### config.mk
export PLATFORM = sky130hd
export DESIGN_NAME = pwm_capture
export DESIGN_NICKNAME = d
export VERILOG_FILES = /design/src/rtl/pwm_pkg.sv /design/src/rtl/pwm_edge_det.sv /design/src/rtl/pwm_capture.sv
export SDC_FILE = /design/constraint.sdc
export NUM_CORES = 1
export LEC_CHECK = 0
export BUFFER_PORTS_ARGS = -buffer_cell sky130_fd_sc_hd__clkbuf_2
export CAP_MARGIN = 20
export CORE_MARGIN = 3
export CORE_UTILIZATION = 58
export DETAILED_ROUTE_END_ITERATION = 10
export PLACE_DENSITY = 0.79
export SYNTH_ARGS = -nofsm -noshare
export SYNTH_HDL_FRONTEND = slang
export SYNTH_SLANG_ARGS = --single-unit
### constraint.sdc
create_clock -name i_clk -period 2.43 [get_ports i_clk]
set_input_delay 0.243 -clock i_clk [delete_from_list [all_inputs] [get_ports i_clk]]
set_output_delay 0.243 -clock i_clk [all_outputs]
set_load 0.01 [all_outputs]
### src/rtl/pwm_pkg.sv
// Shared types and constants for the PWM capture block.
// Optional glitch filter is enabled with macro PWM_CAPTURE_FILTER_EN.
package pwm_pkg;

  localparam int unsigned PWM_DEFAULT_DATA_WIDTH = 32;
  localparam int unsigned PWM_FILTER_DEPTH       = 3;

  typedef enum logic [1:0] {
    IDLE = 2'd0,
    HIGH = 2'd1,
    LOW  = 2'd2
  } pwm_state_e;

endpackage

### src/rtl/pwm_edge_det.sv
// Input synchronizer, optional glitch filter (PWM_CAPTURE_FILTER_EN) and
// registered rise/fall detection for the PWM capture block.
module pwm_edge_det
  import pwm_pkg::*;
#(
  parameter int unsigned SYNC_STAGES = 2
) (
  input  logic i_clk,
  input  logic i_rst_n,
  input  logic i_pwm,
  output logic o_level,
  output logic o_rise,
  output logic o_fall
);

  logic [SYNC_STAGES-1:0] sync_q, sync_d;
  logic                   prev_q, prev_d;
  logic                   rise_q, rise_d;
  logic                   fall_q, fall_d;
  logic                   lvl;

  // Shift the asynchronous input through the synchronizer chain
  always_comb begin
    sync_d = {sync_q[SYNC_STAGES-2:0], i_pwm};
  end

`ifdef PWM_CAPTURE_FILTER_EN
  localparam int unsigned FCNT_W = $clog2(PWM_FILTER_DEPTH + 1);

  logic [FCNT_W-1:0] fcnt_q, fcnt_d;
  logic              filt_q, filt_d;

  // Accept a new level only after PWM_FILTER_DEPTH consecutive differing samples
  always_comb begin
    fcnt_d = '0;
    filt_d = filt_q;
    if (sync_q[SYNC_STAGES-1] != filt_q) begin
      if (fcnt_q == FCNT_W'(PWM_FILTER_DEPTH - 1)) begin
        filt_d = sync_q[SYNC_STAGES-1];
      end else begin
        fcnt_d = fcnt_q + FCNT_W'(1);
      end
    end
  end

  // Filter state
  always_ff @(posedge i_clk) begin
    if (!i_rst_n) begin
      fcnt_q <= '0;
      filt_q <= 1'b0;
    end else begin
      fcnt_q <= fcnt_d;
      filt_q <= filt_d;
    end
  end

  assign lvl = filt_q;
`else
  assign lvl = sync_q[SYNC_STAGES-1];
`endif

  // Compare the clean level with its delayed copy to find edges
  always_comb begin
    prev_d = lvl;
    rise_d = lvl & ~prev_q;
    fall_d = ~lvl & prev_q;
  end

  // Synchronizer and edge registers
  always_ff @(posedge i_clk) begin
    if (!i_rst_n) begin
      sync_q <= '0;
      prev_q <= 1'b0;
      rise_q <= 1'b0;
      fall_q <= 1'b0;
    end else begin
      sync_q <= sync_d;
      prev_q <= prev_d;
      rise_q <= rise_d;
      fall_q <= fall_d;
    end
  end

  assign o_level = lvl;
  assign o_rise  = rise_q;
  assign o_fall  = fall_q;

endmodule

### src/rtl/pwm_capture.sv
// PWM period / high-time capture with stuck-line timeout.
// Define PWM_CAPTURE_FILTER_EN to insert a glitch filter after the synchronizer.
module pwm_capture
  import pwm_pkg::*;
#(
  parameter int unsigned DATA_WIDTH  = PWM_DEFAULT_DATA_WIDTH,
  parameter int unsigned SYNC_STAGES = 2
) (
  input  logic                  i_clk,
  input  logic                  i_rst_n,
  input  logic                  i_en,
  input  logic                  i_pwm,
  input  logic [DATA_WIDTH-1:0] i_timeout,
  output logic [DATA_WIDTH-1:0] o_period,
  output logic [DATA_WIDTH-1:0] o_high,
  output logic                  o_valid,
  output logic                  o_stuck,
  output logic                  o_level
);

  logic rise, fall, level;

  pwm_edge_det #(
    .SYNC_STAGES(SYNC_STAGES)
  ) u_edge_det (
    .i_clk   (i_clk),
    .i_rst_n (i_rst_n),
    .i_pwm   (i_pwm),
    .o_level (level),
    .o_rise  (rise),
    .o_fall  (fall)
  );

  pwm_state_e            state_q, state_d;
  logic [DATA_WIDTH-1:0] per_cnt_q, per_cnt_d;
  logic [DATA_WIDTH-1:0] edge_cnt_q, edge_cnt_d;
  logic [DATA_WIDTH-1:0] hlat_q, hlat_d;
  logic [DATA_WIDTH-1:0] period_q, period_d;
  logic [DATA_WIDTH-1:0] high_q, high_d;
  logic                  valid_q, valid_d;
  logic                  stuck_q, stuck_d;
  logic                  timeout_hit;

  // Increment that sticks at all-ones instead of wrapping
  function automatic logic [DATA_WIDTH-1:0] sat_inc(input logic [DATA_WIDTH-1:0] v);
    return (&v) ? v : v + DATA_WIDTH'(1);
  endfunction

  // Next-state, counters and capture outputs
  always_comb begin
    state_d    = state_q;
    per_cnt_d  = sat_inc(per_cnt_q);
    edge_cnt_d = sat_inc(edge_cnt_q);
    hlat_d     = hlat_q;
    period_d   = period_q;
    high_d     = high_q;
    valid_d    = 1'b0;
    stuck_d    = stuck_q;

    timeout_hit = (i_timeout != '0) && (edge_cnt_q >= i_timeout);

    if (!i_en) begin
      state_d    = IDLE;
      per_cnt_d  = '0;
      edge_cnt_d = '0;
      hlat_d     = '0;
    end else begin
      // Any edge restarts the stuck timer and clears the stuck flag
      if (rise || fall) begin
        edge_cnt_d = DATA_WIDTH'(1);
        stuck_d    = 1'b0;
      end
      if (rise) begin
        per_cnt_d = DATA_WIDTH'(1);
      end

      unique case (state_q)
        IDLE: begin
          if (rise) begin
            state_d = HIGH;
          end else if (timeout_hit && !fall) begin
            stuck_d = 1'b1;
          end
        end
        HIGH: begin
          if (fall) begin
            hlat_d  = per_cnt_q;
            state_d = LOW;
          end else if (timeout_hit && !rise) begin
            stuck_d = 1'b1;
            state_d = IDLE;
          end
        end
        LOW: begin
          if (rise) begin
            period_d = per_cnt_q;
            high_d   = hlat_q;
            valid_d  = 1'b1;
            state_d  = HIGH;
          end else if (timeout_hit && !fall) begin
            stuck_d = 1'b1;
            state_d = IDLE;
          end
        end
        default: state_d = IDLE;
      endcase
    end
  end

  // State and output registers
  always_ff @(posedge i_clk) begin
    if (!i_rst_n) begin
      state_q    <= IDLE;
      per_cnt_q  <= '0;
      edge_cnt_q <= '0;
      hlat_q     <= '0;
      period_q   <= '0;
      high_q     <= '0;
      valid_q    <= 1'b0;
      stuck_q    <= 1'b0;
    end else begin
      state_q    <= state_d;
      per_cnt_q  <= per_cnt_d;
      edge_cnt_q <= edge_cnt_d;
      hlat_q     <= hlat_d;
      period_q   <= period_d;
      high_q     <= high_d;
      valid_q    <= valid_d;
      stuck_q    <= stuck_d;
    end
  end

  assign o_period = period_q;
  assign o_high   = high_q;
  assign o_valid  = valid_q;
  assign o_stuck  = stuck_q;
  assign o_level  = level;

endmodule

* Word-level counts from Yosys, hierarchy flattened
Index checks and enable logic that the tools add are counted.
** Storage, ports and cells
- Output and inout bits :: 67
- Bits in registers :: 169
- Logic and storage cells :: 65
** Cells by class
- Reductions and logical operators :: 18
- Equality and inequality tests :: 7
- $lt $le $gt $ge :: 1
- Mux-type cells :: 17
- Bitwise gates (word level) :: 6
- Add/subtract/negate cells :: 2
** Operator list (count)
- 32-bit by 1-bit adder with 32-bit output (second input constant) :: 2
- 32-bit AND reduction :: 2
- 32-bit greater-or-equal comparator :: 1
- 32-bit nonzero test :: 1
- 1-bit 2-to-1 mux :: 10
- 2-bit 2-to-1 mux :: 5
- 3-bit AND reduction :: 3
- 2-bit by 1-bit != test with 1-bit output (second input constant) :: 3
- 3-bit by 2-bit != test with 1-bit output (second input constant) :: 2
- 2-bit case mux with 3 select lines :: 1
- 3-bit OR reduction :: 2
- 1-bit inverter :: 4
- 2-bit AND reduction :: 2
- 1-bit logical AND :: 3
- 1-bit bitwise AND :: 2
- 2-bit by 1-bit equality test with 1-bit output (second input constant) :: 1
- 2-bit equality test (second input constant) :: 1
- 1-bit zero test :: 2
- 2-bit zero test :: 1
- 1-bit case mux with 2 select lines :: 1
- 2-bit OR reduction :: 1
- 1-bit logical OR :: 1

* Logic depth before layout (Yosys ltp)
- Depth in word-level cells :: 6
- Gate-level depth with buffers :: 8

* Modules after synthesis
Synthesis repeated with hierarchy kept, for this count alone.
** Second synthesis, totals
- Cell total of the unflattened synthesis :: 964
- Area, all modules :: 7783.7 um^2
** Modules (own cells, without submodules)
- pwm_capture :: area each 7643.6 um^2, sequential area each 3283.1 um^2, times used 1, cells an instance 954
- pwm_edge_det :: area each 140.1 um^2, sequential area each 100.1 um^2, times used 1, cells an instance 10

* Least setup slack after synthesis
Ideal clock, no wire load.
- Kind :: reg2reg
- From :: register edge_cnt_q[30]
- To :: register state_q[0]
- Buffers on the path :: 0
- Path slack :: 0.492 ns
- Period minus slack after synthesis :: 1.938 ns
- Cell stages (with the launch flop) :: 7
- Arrival :: 1.820 ns
- Data required time :: 2.312 ns
- Cells stage by stage :: dfxtp_1 > ha_1 > nand4_1 > or4_1 > a211o_1 > o211a_1 > o2111a_1
** Between the ends
- Cells in the longest elaborated chain, start to end :: 5
- Elaborated cells between the ends (all ways) :: 7
- Classes of those cells :: 1 x order compare; 2 x eq/ne; 4 x reduce/logical
** Ends and longest elaborated chain
- from (decl) :: RTL line pwm_capture.sv:36 : logic [DATA_WIDTH-1:0] edge_cnt_q, edge_cnt_d;
- from (signal assigned) :: RTL line pwm_capture.sv:124 : edge_cnt_q <= edge_cnt_d;
- 32-bit greater-or-equal comparator (*) :: RTL line pwm_capture.sv:60 : timeout_hit = (i_timeout != '0) && (edge_cnt_q >= i_timeout);
- 1-bit logical AND (*) :: RTL line pwm_capture.sv:60
- 1-bit logical AND, on equally long branches :: RTL line pwm_capture.sv:89, pwm_capture.sv:100
- 3-bit by 2-bit != test with 1-bit output (no source line)
- 3-bit AND reduction (no source line) (*)
- to (signal assigned) :: RTL line pwm_capture.sv:122 : state_q <= state_d;
- to (decl) :: RTL line pwm_capture.sv:34 : pwm_state_e state_q, state_d;
Mark *: on every way between the ends. The rest lies on a longest branch, timed or not.
A chain may end at the register's enable or synchronous reset.

* Worst setup path after layout
- From :: register per_cnt_q[24]
- To :: register per_cnt_q[12]
** Between the ends
- Cells in the longest elaborated chain, start to end :: 1
** Ends and longest elaborated chain
- from (decl) :: RTL line pwm_capture.sv:35 : logic [DATA_WIDTH-1:0] per_cnt_q, per_cnt_d;
- from (signal assigned) :: RTL line pwm_capture.sv:123 : per_cnt_q <= per_cnt_d;
- 32-bit AND reduction :: RTL line pwm_capture.sv:46 : return (&v) ? v : v + DATA_WIDTH'(1);
Every way passes these cells.

==> impl_metrics.yaml <==
status:
  outcome: "finished clean"
setup_path:
  worst-setup-path-type: "register to register"
  crit_top_cell: "and4_1"
  regToRegSetupSlack_ns: 0.33
  reg2reg_depth: 6
  slowest_stage: "a41oi_1"
  crit_cells: 6
  critPathMaxFanout: 7
  required_ns: 2.71
  arrival_ns: 2.38
  end_kind: "register"
  cp_num_buf_inv: 0
  crit_path_cell_trace: "and4_1, and4_1, a41oi_1, nand4_1, xor2_1, nor2_1"
  crit_family: "simple AND/OR/NAND/NOR gates"
  cpPeakStageDelay_ns: 0.63
  startpoint_type: "register"
clock_tree:
  cts_root_buffer: "clkbuf_16"
  cts_setup_buffers: 0
  cts_buffers: 17
  clkTransAtPathRegs_ns: 0.06
  clk_path_buf_depth: 2
  cts_tree: "yes"
  clock_sinks: 169
  clk_latency_ns: 0.42
  hold_buffers: 0
  cts_max_level: 4
  ctsResizeCount: 0
place:
  hpwl_um: 11900
  place_congestion: 0.894
  io_buffers: 102
drt:
  wl_um: 17300
  vias: 6576
  via_per_inst: 5.46
  wl_met1_um: 8100
  first_iter_violations: 413
  drc: 0
  highest_layer: "met4"
  routedWlPerCell_um: 14.3
  dr_wl_met3_um: 796
  postRouteAntennaNets: 0
  firstDrtPassIters: 5
  route.met2.wl_um: 8100
cells_and_area:
  fillers: 1093
  antenna_cells: 0
  layout-drive-gt1-share: 0.152
  nets: 1092
  area_delta_synth_final_pct: 15.8
logic_synthesis:
  synth_cell_types: 47
  syn_area_um2: 7620
  synth_edf_count: 0
  synth.yosys.seq_area_share: 0.444
  synth_common_cells: "nand2_1, dfxtp_1, nor2_1, a21boi_0, a21oi_1"
  synth_fp_nets: 1004
  synth.area.top_cells: "dfxtp_1, nand2_1, a21boi_0"
  synth_most_common_cell: "nand2_1"
  postSynth.asyncResetShare: 0
  synth_flop_cell: "dfxtp_1"
  synth_top_area_frac: 0.444
  syn_avg_cell_area_um2: 8.15
  yosys_warnings: 0
  synthCells: 934
  synth_seq_cells: 169
  synth.largest_area_cell: "dfxtp_1"
hold_path:
  worstHoldPathType: "input port to register"
  whs_path_depth: 2
die:
  core_area_um2: 12700
  start_util: 0.599
  num_io_pins: 103
  die_h_um: 121
  fp.dieW_um: 121
  die_area_um2: 14500
  row_count: 41
global_routing:
  grt_pass1_wl_um: 28800
  grt_start_max_net_pins: 72
  grt_util_all_layers: 0.242
  grt_antenna_before_repair: 0
  overflow: 0
  grt_pass1_vias: 6111
sta:
  hold_violations: 0
  rsz0062_at_grt: "no"
  max_freq_ghz: 0.477
  finalSetupViolations: 0
  relSlewSlack: 0.305
  timing.final.crit_share: 0.863
  slew_viol_final: 0
  finalClockSkew_ns: 0.00639
  tns_ns: 0
  hold_ws_ns: 0.0286
  min_period_ns: 2.10
  worstMarginPinSlew_ns: 1.04
power_and_ir_drop:
  p_leak_nw: 3.43
  powerDensity_nw_per_um2: 610
  ir_drop_v: 0.000434
job:
  drv_cap: 0
## cells in the final DEF, fill, tap and decap left out, types with 12 or more instances in the layout
cell type / instances
nor2_1: 69
o21ai_0: 18
dfxtp_1: 169
nand3_1: 30
xor2_1: 30
clkbuf_16: 17
ha_1: 34
a21oi_1: 56
buf_4: 13
a21boi_0: 64
inv_1: 43
nand2_1: 229
xnor2_1: 19
clkbuf_2: 102
nand4_1: 27
nor3_1: 12
## report_power, final
part | internal [mW] | switching, mW | leakage [nW]
clock | 1.44 | 0.994 | 0.257
combinational | 0.0657 | 0.0946 | 1.81
sequential | 2.78 | 0.00776 | 1.36
## logic make-up (layout without fill, tap and decap cells)
group	after synthesis	in the layout	synth area share
muxes	3	3	0.00394
adders and majority gates	34	34	0.0559
AOI/OAI and AO/OA	155	155	0.133
xor gates and xnor gates	49	49	0.0563
and+or+nand+nor	433	433	0.261
buffers and inverters	91	189	0.0457
DFF	169	169	0.444
## area by class of cell
class / instances / area [um^2] / share of cell area
clock inverter: 4 / 45.0 / 0.00511
sequential: 169 / 3380 / 0.383
tap: 172 / 215 / 0.0244
multi-input combinational: 674 / 3890 / 0.441
timing repair buffer: 117 / 648 / 0.0735
clock buffer: 25 / 475 / 0.0539
inverter: 43 / 161 / 0.0183
## sequential cells by signal, summed over array words and instances, names as in the netlist
register	flops
state_q	2
u_edge_det.sync_q	2
o_valid	1
o_period	32
edge_cnt_q	32
o_high	32
hlat_q	32
u_edge_det.o_rise	1
u_edge_det.o_fall	1
u_edge_det.prev_q	1
o_stuck	1
per_cnt_q	32
## metrics by stage
stage                     utilization  power [mW]  worst slack [ns]  instance area [um^2]  cells
after detailed placement        0.653        3.00             0.349                  8300   1175
after global routing            0.693        5.55             0.151                  8820   1204
after CTS                       0.693        5.42             0.343                  8820   1204
final                           0.693        5.38             0.333                  8820   1204
after floorplan                     -        2.94             0.492                  7620    934
after global placement          0.653        3.00             0.375                  8300   1175
## routing by layer
metal / track usage / vias to the layer above
met5: 0 / -
met4: 0.0843 / 0
met3: 0.0444 / 22
met2: 0.390 / 165
met1: 0.327 / 3062
li1: - / 3327
## worst paths after layout
path / endpoint / from
max: per_cnt_q[12] / per_cnt_q[24]
min reg2reg: u_edge_det.o_rise / u_edge_det.prev_q
min: u_edge_det.sync_q[0] / i_pwm
max reg2reg: per_cnt_q[12] / per_cnt_q[24]
(Power assumes the default switching activity.)
